## src/rtl/alu_pkg.sv

```systemverilog
// alu_pkg: shared definitions for the ALU operation sequencer.
//   alu_op_t    - ALU opcodes known to the control unit (others pass through)
//   FLAG_*      - bit positions inside the architectural NZC flag register
//   seq_state_t - sequencer FSM states
package alu_pkg;

  typedef enum logic [3:0] {
    ALU_ADD = 4'd0,
    ALU_SUB = 4'd1
  } alu_op_t;

  localparam int FLAG_N = 2;
  localparam int FLAG_Z = 1;
  localparam int FLAG_C = 0;

  typedef enum logic [1:0] {
    IDLE  = 2'd0,
    ISSUE = 2'd1,
    RESP  = 2'd2
  } seq_state_t;

endpackage

```

## src/rtl/nzc_flag_reg.sv

```systemverilog
// nzc_flag_reg: 3-bit architectural flag register, loaded when load=1.
//   clk, rst_n - clock and asynchronous active-low clear
//   load       - capture d on this edge
//   d          - new flag value {N,Z,C}
//   q          - current flag value
module nzc_flag_reg (
  input  logic       clk,
  input  logic       rst_n,
  input  logic       load,
  input  logic [2:0] d,
  output logic [2:0] q
);

  always_ff @(posedge clk or negedge rst_n) begin
    if (!rst_n)
      q <= 3'b000;
    else if (load)
      q <= d;
  end

endmodule

```

## src/rtl/alu_op_sequencer.sv

```systemverilog
// alu_op_sequencer: initiator side of the combinational ALU interface.
//   Accepts one op on req_* (valid/ready), registers operands onto alu_*,
//   waits SETTLE_CYCLES, captures result/flags onto resp_* (valid/ready),
//   optionally updates flags_nzc and counts completed responses in op_count.
//   req_*   - request handshake and operands
//   alu_*   - to/from the combinational ALU
//   resp_*  - response handshake and captured result/flags
//   flags_nzc, busy, op_count - status
//
//   state | meaning
//   IDLE  | ready for a request
//   ISSUE | operands on the ALU, settle counter running
//   RESP  | response held until resp_ready
module alu_op_sequencer
  import alu_pkg::*;
#(
  parameter int WIDTH         = 32,
  parameter int SEL_W         = 4,
  parameter int SETTLE_CYCLES = 1,
  parameter int CNT_W         = 16
) (
  input  logic             clk,
  input  logic             rst_n,
  input  logic             req_valid,
  output logic             req_ready,
  input  logic [WIDTH-1:0] req_a,
  input  logic [WIDTH-1:0] req_b,
  input  logic [SEL_W-1:0] req_sel,
  input  logic             req_setflags,
  output logic [WIDTH-1:0] alu_a,
  output logic [WIDTH-1:0] alu_b,
  output logic [SEL_W-1:0] alu_sel,
  input  logic [WIDTH-1:0] alu_result,
  input  logic             alu_zero,
  input  logic             alu_negative,
  input  logic             alu_cout,
  output logic             resp_valid,
  input  logic             resp_ready,
  output logic [WIDTH-1:0] resp_result,
  output logic             resp_zero,
  output logic             resp_negative,
  output logic             resp_cout,
  output logic [2:0]       flags_nzc,
  output logic             busy,
  output logic [CNT_W-1:0] op_count
);

  // Keep the counter at least one bit wide so SETTLE_CYCLES=1 still elaborates.
  localparam int SC_W = (SETTLE_CYCLES > 1) ? $clog2(SETTLE_CYCLES) : 1;
  localparam logic [SC_W-1:0] SC_LOAD = SC_W'(SETTLE_CYCLES - 1);

  seq_state_t      state, state_nxt;
  logic [SC_W-1:0] settle_cnt;
  logic            flag_en;
  logic            accept, capture, done;
  logic [2:0]      flag_d;

  always_comb begin
    state_nxt = state;
    accept    = 1'b0;
    capture   = 1'b0;
    done      = 1'b0;
    case (state)
      IDLE: begin
        if (req_valid) begin
          accept    = 1'b1;
          state_nxt = ISSUE;
        end
      end
      ISSUE: begin
        if (settle_cnt == '0) begin
          capture   = 1'b1;
          state_nxt = RESP;
        end
      end
      RESP: begin
        if (resp_ready) begin
          done      = 1'b1;
          state_nxt = IDLE;
        end
      end
      default: state_nxt = IDLE;
    endcase
  end

  assign req_ready  = (state == IDLE);
  assign resp_valid = (state == RESP);
  assign busy       = (state != IDLE);

  always_ff @(posedge clk or negedge rst_n) begin
    if (!rst_n)
      state <= IDLE;
    else
      state <= state_nxt;
  end

  always_ff @(posedge clk or negedge rst_n) begin
    if (!rst_n) begin
      alu_a      <= '0;
      alu_b      <= '0;
      alu_sel    <= '0;
      flag_en    <= 1'b0;
      settle_cnt <= '0;
    end else if (accept) begin
      alu_a      <= req_a;
      alu_b      <= req_b;
      alu_sel    <= req_sel;
      flag_en    <= req_setflags;
      settle_cnt <= SC_LOAD;
    end else if (state == ISSUE && settle_cnt != '0) begin
      settle_cnt <= settle_cnt - 1'b1;
    end
  end

  always_ff @(posedge clk or negedge rst_n) begin
    if (!rst_n) begin
      resp_result   <= '0;
      resp_zero     <= 1'b0;
      resp_negative <= 1'b0;
      resp_cout     <= 1'b0;
    end else if (capture) begin
      resp_result   <= alu_result;
      resp_zero     <= alu_zero;
      resp_negative <= alu_negative;
      resp_cout     <= alu_cout;
    end
  end

  always_ff @(posedge clk or negedge rst_n) begin
    if (!rst_n)
      op_count <= '0;
    else if (done)
      op_count <= op_count + 1'b1;
  end

  always_comb begin
    flag_d         = 3'b000;
    flag_d[FLAG_N] = alu_negative;
    flag_d[FLAG_Z] = alu_zero;
    flag_d[FLAG_C] = alu_cout;
  end

  nzc_flag_reg u_flags (
    .clk   (clk),
    .rst_n (rst_n),
    .load  (capture && flag_en),
    .d     (flag_d),
    .q     (flags_nzc)
  );

endmodule

```

## config.mk

```make
export PLATFORM = sky130hd
export DESIGN_NAME = alu_op_sequencer
export DESIGN_NICKNAME = d
export VERILOG_FILES = /design/src/rtl/alu_pkg.sv /design/src/rtl/nzc_flag_reg.sv /design/src/rtl/alu_op_sequencer.sv
export SDC_FILE = /design/constraint.sdc
export NUM_CORES = 1
export LEC_CHECK = 0
export ABC_CLOCK_PERIOD_IN_PS = 3600
export BUFFER_PORTS_ARGS = -buffer_cell sky130_fd_sc_hd__buf_4
export CAP_MARGIN = 10
export CORE_AREA = 2 2 102 104
export CTS_CLUSTER_DIAMETER = 100
export CTS_CLUSTER_SIZE = 25
export DETAILED_ROUTE_END_ITERATION = 8
export DIE_AREA = 0 0 104 106
export MAX_ROUTING_LAYER = met4
export PLACE_DENSITY_LB_ADDON = 0.3
export RECOVER_POWER = 50
export SYNTH_ARGS = -nofsm -noshare
export SYNTH_HDL_FRONTEND = slang
export SYNTH_HIERARCHICAL = 1
export SYNTH_SLANG_ARGS = --single-unit
```

## constraint.sdc

```tcl
create_clock -name clk -period 3.6 [get_ports clk]
set_input_delay 0.18 -clock clk [delete_from_list [all_inputs] [get_ports clk]]
set_output_delay 0.18 -clock clk [all_outputs]
set_load 0.03 [all_outputs]
```

# ---- After elaboration in Yosys (flattened, before gate mapping)
# Cells that the tools add are included.
dict set report totals {
  regBits 126
  out_inout_bits 125
  in_bits 108
}
dict set report op_classes {
  mux 12
  n_reduce_logical 6
  eq_ne 5
  n_addsub 2
}
# op count
set ops {}
lappend ops {{$add A16 B1 Y16 const B} 1}
lappend ops {{$mux W1} 8}
lappend ops {{$mux W2} 3}
lappend ops {{$pmux W2 S3} 1}
lappend ops {{$ne A2 B2 Y1 const B} 2}
lappend ops {{$reduce_bool A2 Y1} 2}
lappend ops {{$reduce_and A3 Y1} 1}
lappend ops {{$eq A2 B1 Y1 const B} 1}
lappend ops {{$eq A2 B2 Y1 const B} 1}
lappend ops {{$logic_and A1 B1 Y1} 2}
lappend ops {{$logic_not A2 Y1} 1}
lappend ops {{$ne A2 B1 Y1 const B} 1}
lappend ops {{$sub A1 B1 Y1 const B} 1}

# ---- Longest topological paths before layout
# Gate-level depths: netlist of the first run.
dict set report depth {
  word_depth 4
  depth_mapped 7
  depth_no_buf 4
}

# ---- By module
# The synthesis of the first run kept the hierarchy.
# module area_each_um2 cells_each instances seq_area_each_um2
set modules_own_cells {}
lappend modules_own_cells {alu_op_sequencer 4765.8 296 1 3078.0}
lappend modules_own_cells {nzc_flag_reg 108.9 6 1 75.1}

# ---- Worst setup path after synthesis of the first run
# Ideal clock, no wire load.
dict set report synth_timing {
  kind {register to register}
  startpoint {register state[1]}
  endpoint {register alu_a[0]}
  n_path_buf 3
  t_arrival_ns 1.689
  required_time_ns 3.475
  period_less_slack_ns 1.814
  setup_slack_ns 1.786
  stages_incl_launch_ff 8
  setup_time_ns 0.125
  cell_sequence {dfrtp_1 or2_4 inv_2 and2_4 buf_6 buf_6 buf_12 mux2_4}
}
dict set report synth_via {
  elab_chain_len 2
}
# element line_no
set synth_rtl {}
lappend synth_rtl {{from (decl)} alu_op_sequencer.sv:52} ;# seq_state_t state, state_nxt;
lappend synth_rtl {{from (signal assigned)} alu_op_sequencer.sv:94} ;# state <= state_nxt;
lappend synth_rtl {{$logic_not A2 Y1} n/a}
lappend synth_rtl {{via req_ready} alu_op_sequencer.sv:25} ;# output logic req_ready,
lappend synth_rtl {{$mux W1} alu_op_sequencer.sv:63} ;# case (state)
lappend synth_rtl {{to (signal assigned)} alu_op_sequencer.sv:105} ;# alu_a <= req_a;
lappend synth_rtl {{to (decl)} alu_op_sequencer.sv:30} ;# output logic [WIDTH-1:0] alu_a,
# The timed path passes the listed nets, and every way through them passes these cells.
# A chain may end at the register's enable or synchronous reset.

# ---- Worst setup path in the final report of the first run
dict set report layout_timing {
  startpoint {register state[1]}
  endpoint {register alu_a[6]}
}
dict set report layout_via {
  elab_chain_len 2
}
# element line_no
set layout_rtl {}
lappend layout_rtl {{$logic_not A2 Y1} alu_op_sequencer.sv:63}
lappend layout_rtl {{$mux W1} alu_op_sequencer.sv:63}
# Every way passes these cells.

==> results.txt, run 1 <==
* Number of global-route vias before repair: 4465
- Final clock period utilization by the worst path: roughly three fifths
- Cells fill 81.4% of the core in the end.
* Met2 Resource Use GR: ~53%
* Power per Cell Area: ~940 nW/um^2
- Summing the areas of all and, or, nand and nor instances in the mapped netlist gives under 10% of the synthesized area.
* Num CTS Buffers: 17
* Seq/Total Area, Yosys: between 60% and 70%
- Leftover overflow at the end of global routing: 0
- Unique masters post-synth: 29
- Area delta synth->final: 67.0%
* Power share of the clock group: between 20% and 30%
- On the worst path, the slowest cell contributes a delay of 0.77 ns.
* Met3 track utilization from global routing: 10.2%
- CP Launch Type: flip-flop
- Worst setup slack for register-to-register paths: about 1.4 ns
* Hold/Removal Path Class: input pin to flip-flop
- The pre-antenna-repair detailed-routing pass consisted of 5 iterations.
- Reg2Reg Depth: 4
* Worst-case hold path end point: resp_result[24]$_DFFE_PN0P_
* Overall Global Routing Usage: between 20 and 30%
- Maximum number of buffers from clock root to sink: 2
- Number of filler cells placed in the layout: 570
* Critical path class: flip-flop to flip-flop
- Post_cts resized: 0
* Peak ir drop on the vdd network: slightly below 0.6 mV
* Hold Startpoint: alu_result[24]
- Multi-input combinational cell area: ~1600 sq um
- Counting instances, the worst hold path has a depth of 3.
- In this run the tightest slew margin relative to its limit is roughly 7%.
- Insertion delay to the later sink of the worst-skew pair: approximately 0.52 ns
* Drt wl/cell: 19.1 microns
- Wire length of the first global-routing pass: 24200 microns
- Clock transition at the registers of the reported paths: about 0.060 ns
- Prior to clock tree synthesis, the placed netlist has a worst setup slack of around 1.5 ns.
- Time the final worst path needs with I/O delays and setup: roughly 2.2 ns
* Antenna Nets Post-Route: 0
- Required time of the critical path: about 4.0 ns
* I/O pin cnt: 233
- Critical Path, Cell by Cell: or2_4 > inv_2 > and2_4 > mux2_2
- Setup violations remaining at the end of the flow were counted as 0.
- Largest family of logic cells by synthesized area: multiplexers
- Compound-cell area share of the yosys netlist: less than 1%
- Share of synthesized cell area in full adder, half adder and majority cells: less than 1%
* Standard cell core area: between 9000 and 10000 sq um
* Clock tree from TritonCTS: yes
- Setup WS post-layout: between 1 and 1.5 ns
- CTS built an H-tree with a depth of 4.
* Number of DRC markers after the initial detailed-route iteration: ~180
* Transition at the pin with the smallest max-transition slack: roughly 1.4 ns
- Arrival time of data at the critical path endpoint: ~2.6 ns
- Total number of clock tree sinks: approximately 130
- The routed design has 15200 microns of wire.
- Relative contribution of sequential cells to total power: about 33%
- The number of hold violations in the final report came to 0.
- Once the floorplan was initialized, standard cells occupied 48.7% of the core.
- Met1 routing resource usage after global routing: a little under a third
- The number of placed instances, taps included, is 660.
- Die outline area: 11000 sq um
- The finished layout holds approximately 800 standard cells, fillers aside.
- Cell type group with the largest total delay on the critical path: simple AND/OR/NAND/NOR gates
- Switching power share of the total: 42.2%
- For this run, the number of Yosys warnings is 6.
* Highest Clock Rate: 0.462 GHz
* Number of diodes: 0
* Setup TNS: 0 ns
- The endpoint identified for the worst register-to-register timing path is alu_a[6]$_DFFE_PN0P_.
- For this run, design rule violations remaining after detail routing come to 0.
- Combinational cell fraction of total power: a little under half
- From bottom edge to top edge, the die measures about 110 microns.
- Placed wire-length estimate: about 8300 microns
* Total number of vias: 3928
- Vias per cell: between 4 and 5
* Portion of netlist area occupied by mux cells: 25.7%
- In this run the static leakage power is about 3.8 nW.
- Unrepaired setup endpoints after global routing: no
- STA classifies the critical path endpoint as a flip-flop.
- Clock tree synthesis selected as its root buffer the cell clkbuf_8.
- Critical path peak fanout: 69
* R2r startpoint: state[1]$_DFFE_PN0P_
- Die X: 104 microns
- After synthesis the netlist holds a flip-flop and latch count of 126.
- Mapped Area: 4870 sq um
- XOR/XNOR Fraction of Synth Area: around 2.7%
* Slowest cell on the critical path: and2_4
- FF+latch area: 3150 sq um
* Clk_skew: 0.00707 ns
- Counting both buffers and inverters, the worst setup path holds a total of 1.
- Rows: 37
* Average instance area after synthesis: ~16 sq um
- Hold_ws: between 0.4 and 0.5 ns
- In the synthesized netlist, the number of instances is 302.
* Number of nets produced by synthesis: 411
- Fraction of final layout cells sized beyond drive strength 1: 48.3%
* GRT busiest layer: met2
* Maximum number of pins on one net before global-route repair: 71
- The number of antenna violations at the first check in global routing came to 0.
* Outcome: complete, no violations
* Total count of max-transition violations in the final report: 0
* Number of port buffers: approximately 230
- At the end of the flow, the number of nets in the layout was between 700 and 800.
- Cell internal power was estimated by the tool at about 0.0044 W.
* Number of violations of the max-capacitance limit: 0
- Routability-driven placement finished with a final weighted congestion of ~0.76.
* Switching power: approximately 0.0032 W
## flip-flops by register name, summed over array words and instances, names as in the netlist
| name | count |
|---|---|
| u_flags/q | 3 |
| resp_negative | 1 |
| resp_zero | 1 |
| alu_sel | 4 |
| resp_cout | 1 |
| op_count | 16 |
| alu_a | 32 |
| state | 2 |
| resp_result | 32 |
| settle_cnt | 1 |
| flag_en | 1 |
| alu_b | 32 |
## worst max path at each step
| stage | startpoint | endpoint | slack (ns) | cells after the start |
|---|---|---|---|---|
| 4_1_cts | state[1]$_DFFE_PN0P_ | alu_a[8]$_DFFE_PN0P_ | 1.44 | 4 |
| 3_5_place_dp | state[1]$_DFFE_PN0P_ | alu_b[9]$_DFFE_PN0P_ | 1.46 | 4 |
| 2_1_floorplan | state[1]$_DFFE_PN0P_ | alu_a[0]$_DFFE_PN0P_ | 1.79 | 7 |
| 6_report | state[1]$_DFFE_PN0P_ | alu_a[6]$_DFFE_PN0P_ | 1.44 | 4 |
| 3_3_place_gp | state[1]$_DFFE_PN0P_ | alu_b[2]$_DFFE_PN0P_ | 1.53 | 4 |
| 5_1_grt | state[1]$_DFFE_PN0P_ | alu_a[17]$_DFFE_PN0P_ | 1.34 | 4 |
## through the flow
step	total power, W	instance area, sq um
floorplan	0.00469	4870
CTS	0.00781	8350
detailed placement	0.00607	6720
finish	0.00763	8140
global route	0.00795	8140
global placement	0.00597	6720
## tightest hold or removal path, stage by stage
cell           delay (ns)
dlygate4sd3_1        0.52
buf_4                0.10
mux2_2               0.12
## placed cells by master, fill, tap and decap left out, types with 3 or more instances in the layout
cell	instances
buf_4	176
nand4_1	6
clkinv_4	5
nand2_1	8
dfrtp_1	126
mux2_2	97
clkinvlp_4	3
xnor2_1	10
xor2_1	5
inv_1	3
mux2_4	10
clkbuf_1	57
clkinv_2	4
nor2_1	5
dlygate4sd3_1	107
clkbuf_16	16
## cell usage after synthesis
library cell,number,share of area [%]
and2b_1,1,0.15
inv_2,1,0.077
nand2_1,8,0.62
buf_2,4,0.41
buf_4,5,0.77
mux2i_1,1,0.21
xor2_1,5,0.90
nor3b_1,2,0.31
nand3b_1,1,0.15
nand3_1,2,0.21
nor3_1,2,0.21
nand4_1,6,0.77
nor4b_1,1,0.18
o21a_1,1,0.15
xnor2_1,10,1.8
and2_1,1,0.13
mux2_4,10,3.1
and4_1,2,0.36
ha_1,1,0.26
and2_4,1,0.18
and3b_1,1,0.18
or2_4,1,0.18
buf_6,2,0.46
inv_1,3,0.23
dfrtp_1,126,65
buf_12,1,0.41
mux2_2,97,22
a21o_1,1,0.15
nor2_1,5,0.39
## kinds of logic after synthesis
logic type,after synthesis
flip-flops,126
buffers and inverters,16
AND/OR/NAND/NOR,34
AO/OA/AOI/OAI,2
adder cells (fa/ha/maj),1
multiplexers,108
XOR/XNOR,15
## final cells by class
cell class / instances / share of cell area, %
Clock buffer: 18 / 5.13
Sequential cell: 126 / 38.7
Clock inverter: 14 / 1.80
Timing Repair Buffer: 341 / 32.3
Tap cell: 136 / 2.09
Multi-Input combinational cell: 160 / 19.8
Inverter: 4 / 0.184
## power groups by stage
stage	Combinational (W)	Sequential (W)	Clock [W]
2_1_floorplan	0.000996	0.00369	0
3_3_place_gp	0.00355	0.00242	0
3_5_place_dp	0.00361	0.00247	0
4_1_cts	0.00372	0.00246	0.00164
5_1_grt	0.00366	0.00259	0.00170
6_report	0.00350	0.00251	0.00162
## repair_timing
| action | in CTS | in global routing |
|---|---|---|
| hold buffers | 107 | 0 |
| setup buffers | 0 | 0 |
| endpoints found under the hold margin | 166 | 0 |
## metal layers
layer  wire length [microns]  share of wire (%)
met5                       0                  0
met4                     282                1.9
met3                    1130                7.4
met2                    8190                 54
met1                    5630                 37
(Power assumes the default switching activity.)
==> run 2: changes to the inputs <==
--- a/config.mk
+++ b/config.mk
@@ -5,14 +5,14 @@
 export SDC_FILE = /design/constraint.sdc
 export NUM_CORES = 1
 export LEC_CHECK = 0
-export ABC_CLOCK_PERIOD_IN_PS = 3600
+export ABC_CLOCK_PERIOD_IN_PS = 1800
 export BUFFER_PORTS_ARGS = -buffer_cell sky130_fd_sc_hd__buf_4
 export CAP_MARGIN = 10
-export CORE_AREA = 2 2 102 104
+export CORE_AREA = 2 2 111 113
 export CTS_CLUSTER_DIAMETER = 100
 export CTS_CLUSTER_SIZE = 25
 export DETAILED_ROUTE_END_ITERATION = 8
-export DIE_AREA = 0 0 104 106
+export DIE_AREA = 0 0 113 115
 export MAX_ROUTING_LAYER = met4
 export PLACE_DENSITY_LB_ADDON = 0.3
 export RECOVER_POWER = 50
==> constraint.sdc (replaced) <==
create_clock -name clk -period 1.8 [get_ports clk]
set_input_delay 0.09 -clock clk [delete_from_list [all_inputs] [get_ports clk]]
set_output_delay 0.09 -clock clk [all_outputs]
set_load 0.03 [all_outputs]
==> run 2 against run 1 <==
  * Count of clock-buffer cells in the layout rose by 11
  * Die area is 18% higher
  * Final area up 0.71%
  * First-iteration DRC count is 47% higher
  * Worst hold slack worse by 0.075 ns
  * Sequential power up 98%
  * Sequential cell count did not move
  * The flow now finishes with violations (DRC)
  * Combinational power is 100% higher
  * Register-to-register slack got worse by 1.3 ns
  * Global-route usage is 6.8 points lower
==> results.txt, run 2 (same netlist as run 1, synthesis figures left out) <==
* Outcome: finished with violations
- Failing checks: DRC
- The worst setup path is of the flip-flop to flip-flop kind.
* Total number of clock tree sinks: 126 (unchanged)
* Routability congestion estimate: 0.743 (-1.7%)
- Highest Clock Rate: 0.597 GHz (+29%)
- CTS placed an instance of clkbuf_16 at the clock tree root.
- Maximum number of pins on one net before global-route repair: 56 (-21%)
- Time the final worst path needs with I/O delays and setup: 1.68 ns (-0.488 ns)
- Setup repair after global routing left no endpoint under its margin.
- Cell type group with the largest total delay on the critical path: simple AND/OR/NAND/NOR gates
- Transition at the pin with the smallest max-transition slack: 0.855 ns (-0.543 ns)
- I/O pin cnt: 233 (unchanged)
- R2r endpoint: alu_b[20]$_DFFE_PN0P_
* Biggest registers after layout: alu_a: 32 flops, alu_b: 32 flops, resp_result: 32 flops
- The number of cells traversed by the worst register-to-register path was 5 (+1).
- The number of antenna violations at the first check in global routing is 0 (unchanged).
- Drt wl/cell: 17.3 microns (-9.3%)
- The number of search-and-repair iterations in the first detailed-routing pass came to 8 (+3).
- The met3 usage in global routing is 6.59% (-3.6 points).
* Clk_skew: 0.00726 ns (+0.000189 ns)
- Wire length of the first global-routing pass: 22000 microns (-9.1%)
- Number of filler cells placed in the layout: 823 (+44%)
- From synthesis to final layout, the design area changed by 68.2%.
* Die Ht: 115 microns (+8.5%)
- The share of power burned in the clock network is 20.5% (-0.7 points).
- The later-pin clock latency in the skew report was 0.41 ns (-0.11 ns).
- The share of the clock period used by the worst path after layout came to 93.1% (+33 points).
- The number of setup buffers added after CTS came to 0 (unchanged).
* Power per Cell Area: 1830 nW/um^2 (+96%)
- Switching power share of the total: 40.9% (-1.3 points)
- The most critical setup path has its startpoint at state[1]$_DFFE_PN0P_.
* H-tree level count: 4 (unchanged)
* Number of endpoints with negative hold slack in the final report: 0 (unchanged)
* Rows: 40 (+8.1%)
- The register-to-register path setup slack is 0.12 ns (-1.31 ns).
- Setup violation total in the final timing report: 0 (unchanged)
* Number of nets in the layout: 765 (+0.79%)
- The number of gates resized after cts came to 0 (unchanged).
* Critical path peak fanout: 33 (-52%)
- Clock transition at the registers of the reported paths: 0.05 ns (about the same)
- The number of remaining DRC errors is 14 (+14).
- The leakage dissipation was 3.78 nW (+0.63%).
- The die area came to 13000 sq um (+18%).
- Initial Util: 41.3% (-7.5 points)
- The via count of the first global-routing pass is 4380 (-1.9%).
- The final antenna-violating net count was 0 (unchanged).
* FF+latch area: 3150 sq um (unchanged)
- The number of max-cap violations is 0 (unchanged).
* Most frequent cells in the layout: buf_4, dfrtp_1, dlygate4sd3_1
* Fraction of final layout cells sized beyond drive strength 1: 47.4% (-0.82 points)
* Worst setup endpoint: alu_b[20]$_DFFE_PN0P_
- Slowest cell on the critical path: dfrtp_1
- R2r startpoint: state[1]$_DFFE_PN0P_
- The worst setup path is launched from a flip-flop.
- Maximum number of buffers from clock root to sink: 2 (unchanged)
- Required time of the critical path: 2.09 ns (-1.91 ns)
* Met1 routing resource usage after global routing: 25.0% (-6.5 points)
- Placed wire-length estimate: 8680 microns (+4.0%)
* Switching power: 0.00615 W (+91%)
* Peak ir drop on the vdd network: 1.02 mV (+72%)
- TritonCTS built the clock tree.
- Number of DRC markers after the initial detailed-route iteration: 267 (+47%)
* Combinational cell fraction of total power: 46.5% (+0.6 points)
- Worst stage delay on the critical path: 0.44 ns (-0.33 ns)
- Relative contribution of sequential cells to total power: 33.0% (about the same)
- Overall Global Routing Usage: 22.9% (-6.8 points)
- The die boundary width came to 113 microns (+8.7%).
- Vias per cell: 4.72 (-3.9%)
- Setup TNS: 0 ns (unchanged)
- In this run the most used layer during global routing was met2.
* Total number of vias: 3840 (-2.2%)
- The library cell used most frequently in the layout, excluding fill and tap cells, is buf_4.
- Multi-input combinational cell area: 1610 sq um (unchanged)
- Routed Wire Length: 14000 microns (-7.8%)
- The number of buffers and inverters on the critical path is 2 (+1).
* Leftover overflow at the end of global routing: 0 (unchanged)
- Num CTS Buffers: 17 (unchanged)
- Number of cells on the critical path: 5 (+1)
- Cell Int Power: 0.00889 W (+100%)
- Max-slew headroom at the worst pin: 43.0% (+36 points)
- Critical Path, Cell by Cell: or2_4 > inv_4 > and2_4 > buf_12 > mux2_2
- The count of input and output buffers came to 232 (unchanged).
- Number of diodes: 0 (unchanged)
- The number of buffers added to fix hold violations after cts is 107 (unchanged).
- The number of pins exceeding their max-slew limit in the final report is 0 (unchanged).
- Hold/Removal Path Class: input pin to async pin
- The met2 layer usage reported by global route is 38.7% (-14 points).
* Arrival time of data at the critical path endpoint: 1.97 ns (-0.59 ns)
- Total power after layout: 0.0150 W (+97%)
- STA classifies the critical path endpoint as a flip-flop.
- The placeable core area was 11800 sq um (+18%).
run 2: layout make-up:
type	instances	share of cell area, %
flip-flops and latches	126	38.5
clock buffers	29	6.47
multi-input cells	160	19.7
well taps	147	2.24
inverters	4	0.214
repair buffers	347	33.0
run 2: worst min-delay path by stage:
stage                     startpoint                     to  slack, ns
after floorplan                rst_n   alu_a[0]$_DFFE_PN0P_      -0.21
after global placement         rst_n  alu_b[17]$_DFFE_PN0P_       0.07
after detailed placement       rst_n  alu_b[20]$_DFFE_PN0P_       0.07
after CTS                      rst_n  alu_b[20]$_DFFE_PN0P_       0.18
after global routing           rst_n  alu_b[12]$_DFFE_PN0P_       0.43
final                          rst_n  alu_b[17]$_DFFE_PN0P_       0.37
run 2: routing by layer:
metal / vias to the layer above / wire length, microns
li1: 1763 / -
met1: 1883 / 5450
met2: 163 / 7420
met3: 31 / 777
met4: 0 / 399
met5: - / 0
run 2: power by group through the flow:
stage	clock (W)	sequential (W)	combinational, W
2_1_floorplan	0	0.00739	0.00200
3_3_place_gp	0	0.00485	0.00723
3_5_place_dp	0	0.00494	0.00733
4_1_cts	0.00315	0.00493	0.00754
5_1_grt	0.00326	0.00514	0.00732
6_report	0.00308	0.00496	0.00700
run 2: metrics by stage:
step	util [%]	std cells	hold WS [ns]	cell area, sq um	setup slack [ns]
after floorplan	-	302	-0.206	4880	0.0313
after global placement	57.8	677	0.0653	6830	0.182
after detailed placement	57.8	677	0.0736	6830	0.130
after CTS	71.4	813	0.180	8430	0.122
after global routing	69.4	813	0.429	8200	0.0320
final	69.4	813	0.367	8200	0.125
==> run 3: changes to the inputs <==
--- a/config.mk
+++ b/config.mk
@@ -13,7 +13,6 @@
 export CTS_CLUSTER_SIZE = 25
 export DETAILED_ROUTE_END_ITERATION = 8
 export DIE_AREA = 0 0 113 115
-export MAX_ROUTING_LAYER = met4
 export PLACE_DENSITY_LB_ADDON = 0.3
 export RECOVER_POWER = 50
 export SYNTH_ARGS = -nofsm -noshare
==> run 3 against run 2 <==
  * The flow still finishes with violations (DRC)
  * Power is essentially flat
  * Via count increased by 0.44%
  * Combinational power about the same
  * Clock power about the same
  * Critical endpoint unchanged
==> results.txt, run 3 (same netlist as run 1, synthesis figures left out) <==
- The number of gates resized after cts is 0 (unchanged).
- The vias after detailed routing is 3857 (+0.44%).
* Setup TNS: 0 ns (unchanged)
- The detailed placer's ending HPWL was 8680 microns (unchanged).
- Antenna Nets Post-Route: 0 (unchanged)
- Total count of max-transition violations in the final report: 0 (unchanged)
- The worst clock skew came to 0.00444 ns (-0.00282 ns).
- Clock transition at the registers of the reported paths: 0.05 ns (about the same)
- The relative area change from synthesis to final layout came to 68.2% (unchanged).
- Die outline area: 13000 sq um (unchanged)
- Critical path class: flip-flop to flip-flop
- The largest registers in the layout are alu_a: 32 flops, alu_b: 32 flops, resp_result: 32 flops.
- Slowest cell on the critical path: dfrtp_1
- Number of iterations in the first detailed-routing pass: 6 (-2)
- The cell family contributing the most delay on the critical path is simple AND/OR/NAND/NOR gates.
* Die Ht: 115 microns (unchanged)
* Critical Path, Cell by Cell: or2_4 > inv_4 > and2_4 > buf_12 > mux2_2
* Overall Global Routing Usage: 22.3% (-0.62 points)
- Clock tree from TritonCTS: yes
- Insertion delay to the later sink of the worst-skew pair: 0.41 ns (about the same)
- Failing checks: DRC
* Outcome: finished with violations
- Root buffer cell: clkbuf_16
- Number of port buffers: 232 (unchanged)
- CP Launch Type: flip-flop
- Leaving out fill and tap cells, the most frequent cell in the layout is buf_4.
* Most frequent cells in the layout: buf_4, dfrtp_1, dlygate4sd3_1
- The vias per cell was 4.74 (+0.44%).
* H-tree level count: 4 (unchanged)
- Transition at the pin with the smallest max-transition slack: 0.855 ns (-0.000316 ns)
- The number of DRC markers in iteration 0 was 255 (-4.5%).
- The number of top-level pins was 233 (unchanged).
- Routability congestion estimate: 0.734 (-1.2%)
* Maximum number of buffers from clock root to sink: 2 (unchanged)
- The number of nets in the layout is 765 (unchanged).
- Number of diodes: 0 (unchanged)
- The number of max-cap violations was 0 (unchanged).
- The share of the clock period used by the worst path after layout came to 93.2% (+0.095 points).
- Critical path peak fanout: 33 (unchanged)
- Max-slew headroom at the worst pin: 43.0% (about the same)
- Hold_ws: 0.364 ns (-0.00235 ns)
- Highest Clock Rate: 0.596 GHz (-0.10%)
- Final design utilization: 69.4% (unchanged)
- Worst path bufs/invs: 2 (unchanged)
- Arrival time of data at the critical path endpoint: 1.97 ns (about the same)
- The filler cell count was 823 (unchanged).
- The via count of the first global-routing pass came to 4361 (-0.43%).
* Total number of clock tree sinks: 126 (unchanged)
* Wire length of the first global-routing pass: 22100 microns (+0.44%)
- Setup repair after global routing left no endpoint under its margin.
- Rows: 40 (unchanged)
- Standard cell core area: 11800 sq um (unchanged)
- Num CTS Buffers: 17 (unchanged)
- The average detailed-routed wire length per instance came to 17.3 microns (-0.16%).
- Required time of the critical path: 2.09 ns (about the same)
* Power per Cell Area: 1830 nW/um^2 (about the same)
- Static power due to leakage: 3.78 nW (unchanged)
* Number of endpoints with negative hold slack in the final report: 0 (unchanged)
- Maximum number of pins on one net before global-route repair: 56 (unchanged)
- The largest voltage drop on the vdd net was 1.02 mV (about the same).
* Number of DRC violations after detailed routing: 15 (+1)
* Worst stage delay on the critical path: 0.44 ns (about the same)
- In this run the worst hold path is classified as input pin to async pin.
* Number of antenna violations at the first check in global routing: 0 (unchanged)
- The worst setup path is captured at a flip-flop.
- Leftover overflow at the end of global routing: 0 (unchanged)
- The post-layout minimum cycle time is 1.68 ns (+0.00171 ns).
- The final routed wirelength across all metal layers is 14000 microns (-0.16%).
- The share of cells above drive strength 1 is 47.4% (unchanged).
* Initial Util: 41.3% (unchanged)
* Setup violation total in the final timing report: 0 (unchanged)
- Die X: 113 microns (unchanged)
run 3: layer usage:
layer	routed length, microns	track usage (%)	share of wire, %
met4	447	10.3	3.2
met5	0	0	0
met3	983	8.54	7.0
met1	5200	24.3	37
met2	7390	38.5	53
run 3: metrics by stage:
| stage | setup slack, ns | area, sq um | power [W] | cells |
|---|---|---|---|---|
| floorplan | 0.0313 | 4880 | 0.00939 | 302 |
| global placement | 0.182 | 6830 | 0.0121 | 677 |
| detailed placement | 0.130 | 6830 | 0.0123 | 677 |
| CTS | 0.122 | 8430 | 0.0156 | 813 |
| global route | 0.0229 | 8200 | 0.0157 | 813 |
| finish | 0.123 | 8200 | 0.0150 | 813 |
run 3: timing repair:
item | CTS | global route
endpoints found under the setup margin | 0 | 0
hold endpoints to repair | 139 | 0
hold buffers | 107 | 0
buffers inserted | 0 | 0
run 3: area by class of cell:
type | instances | area (sq um) | share of cell area, %
Inverter | 4 | 17.5 | 0.214
Tap cell | 147 | 184 | 2.24
Multi-Input combinational cell | 160 | 1610 | 19.7
Clock buffer | 29 | 531 | 6.47
Sequential cell | 126 | 3150 | 38.5
Timing Repair Buffer | 347 | 2700 | 33.0
run 3: final timing paths:
check / to / cells past startpoint / startpoint / slack (ns)
worst max-delay path: alu_b[20]$_DFFE_PN0P_ / 5 / state[1]$_DFFE_PN0P_ / 0.12
worst min-delay path: alu_b[17]$_DFFE_PN0P_ / 2 / rst_n / 0.36
worst max register to register: alu_b[20]$_DFFE_PN0P_ / 5 / state[1]$_DFFE_PN0P_ / 0.12
worst min register to register: op_count[15]$_DFFE_PN0P_ / 1 / op_count[15]$_DFFE_PN0P_ / 0.46
max in group asynchronous: flag_en$_DFFE_PN0P_ / 3 / rst_n / 0.30
min in group clk: resp_result[18]$_DFFE_PN0P_ / 3 / alu_result[18] / 0.45
run 3: report_power, final:
part           total (W)  switching [W]  leakage (nW)  internal (W)
Combinational    0.00699        0.00421          2.02       0.00278
Clock            0.00309        0.00113         0.260       0.00196
Sequential       0.00496       0.000810          1.50       0.00414
Total             0.0150        0.00614          3.78       0.00888
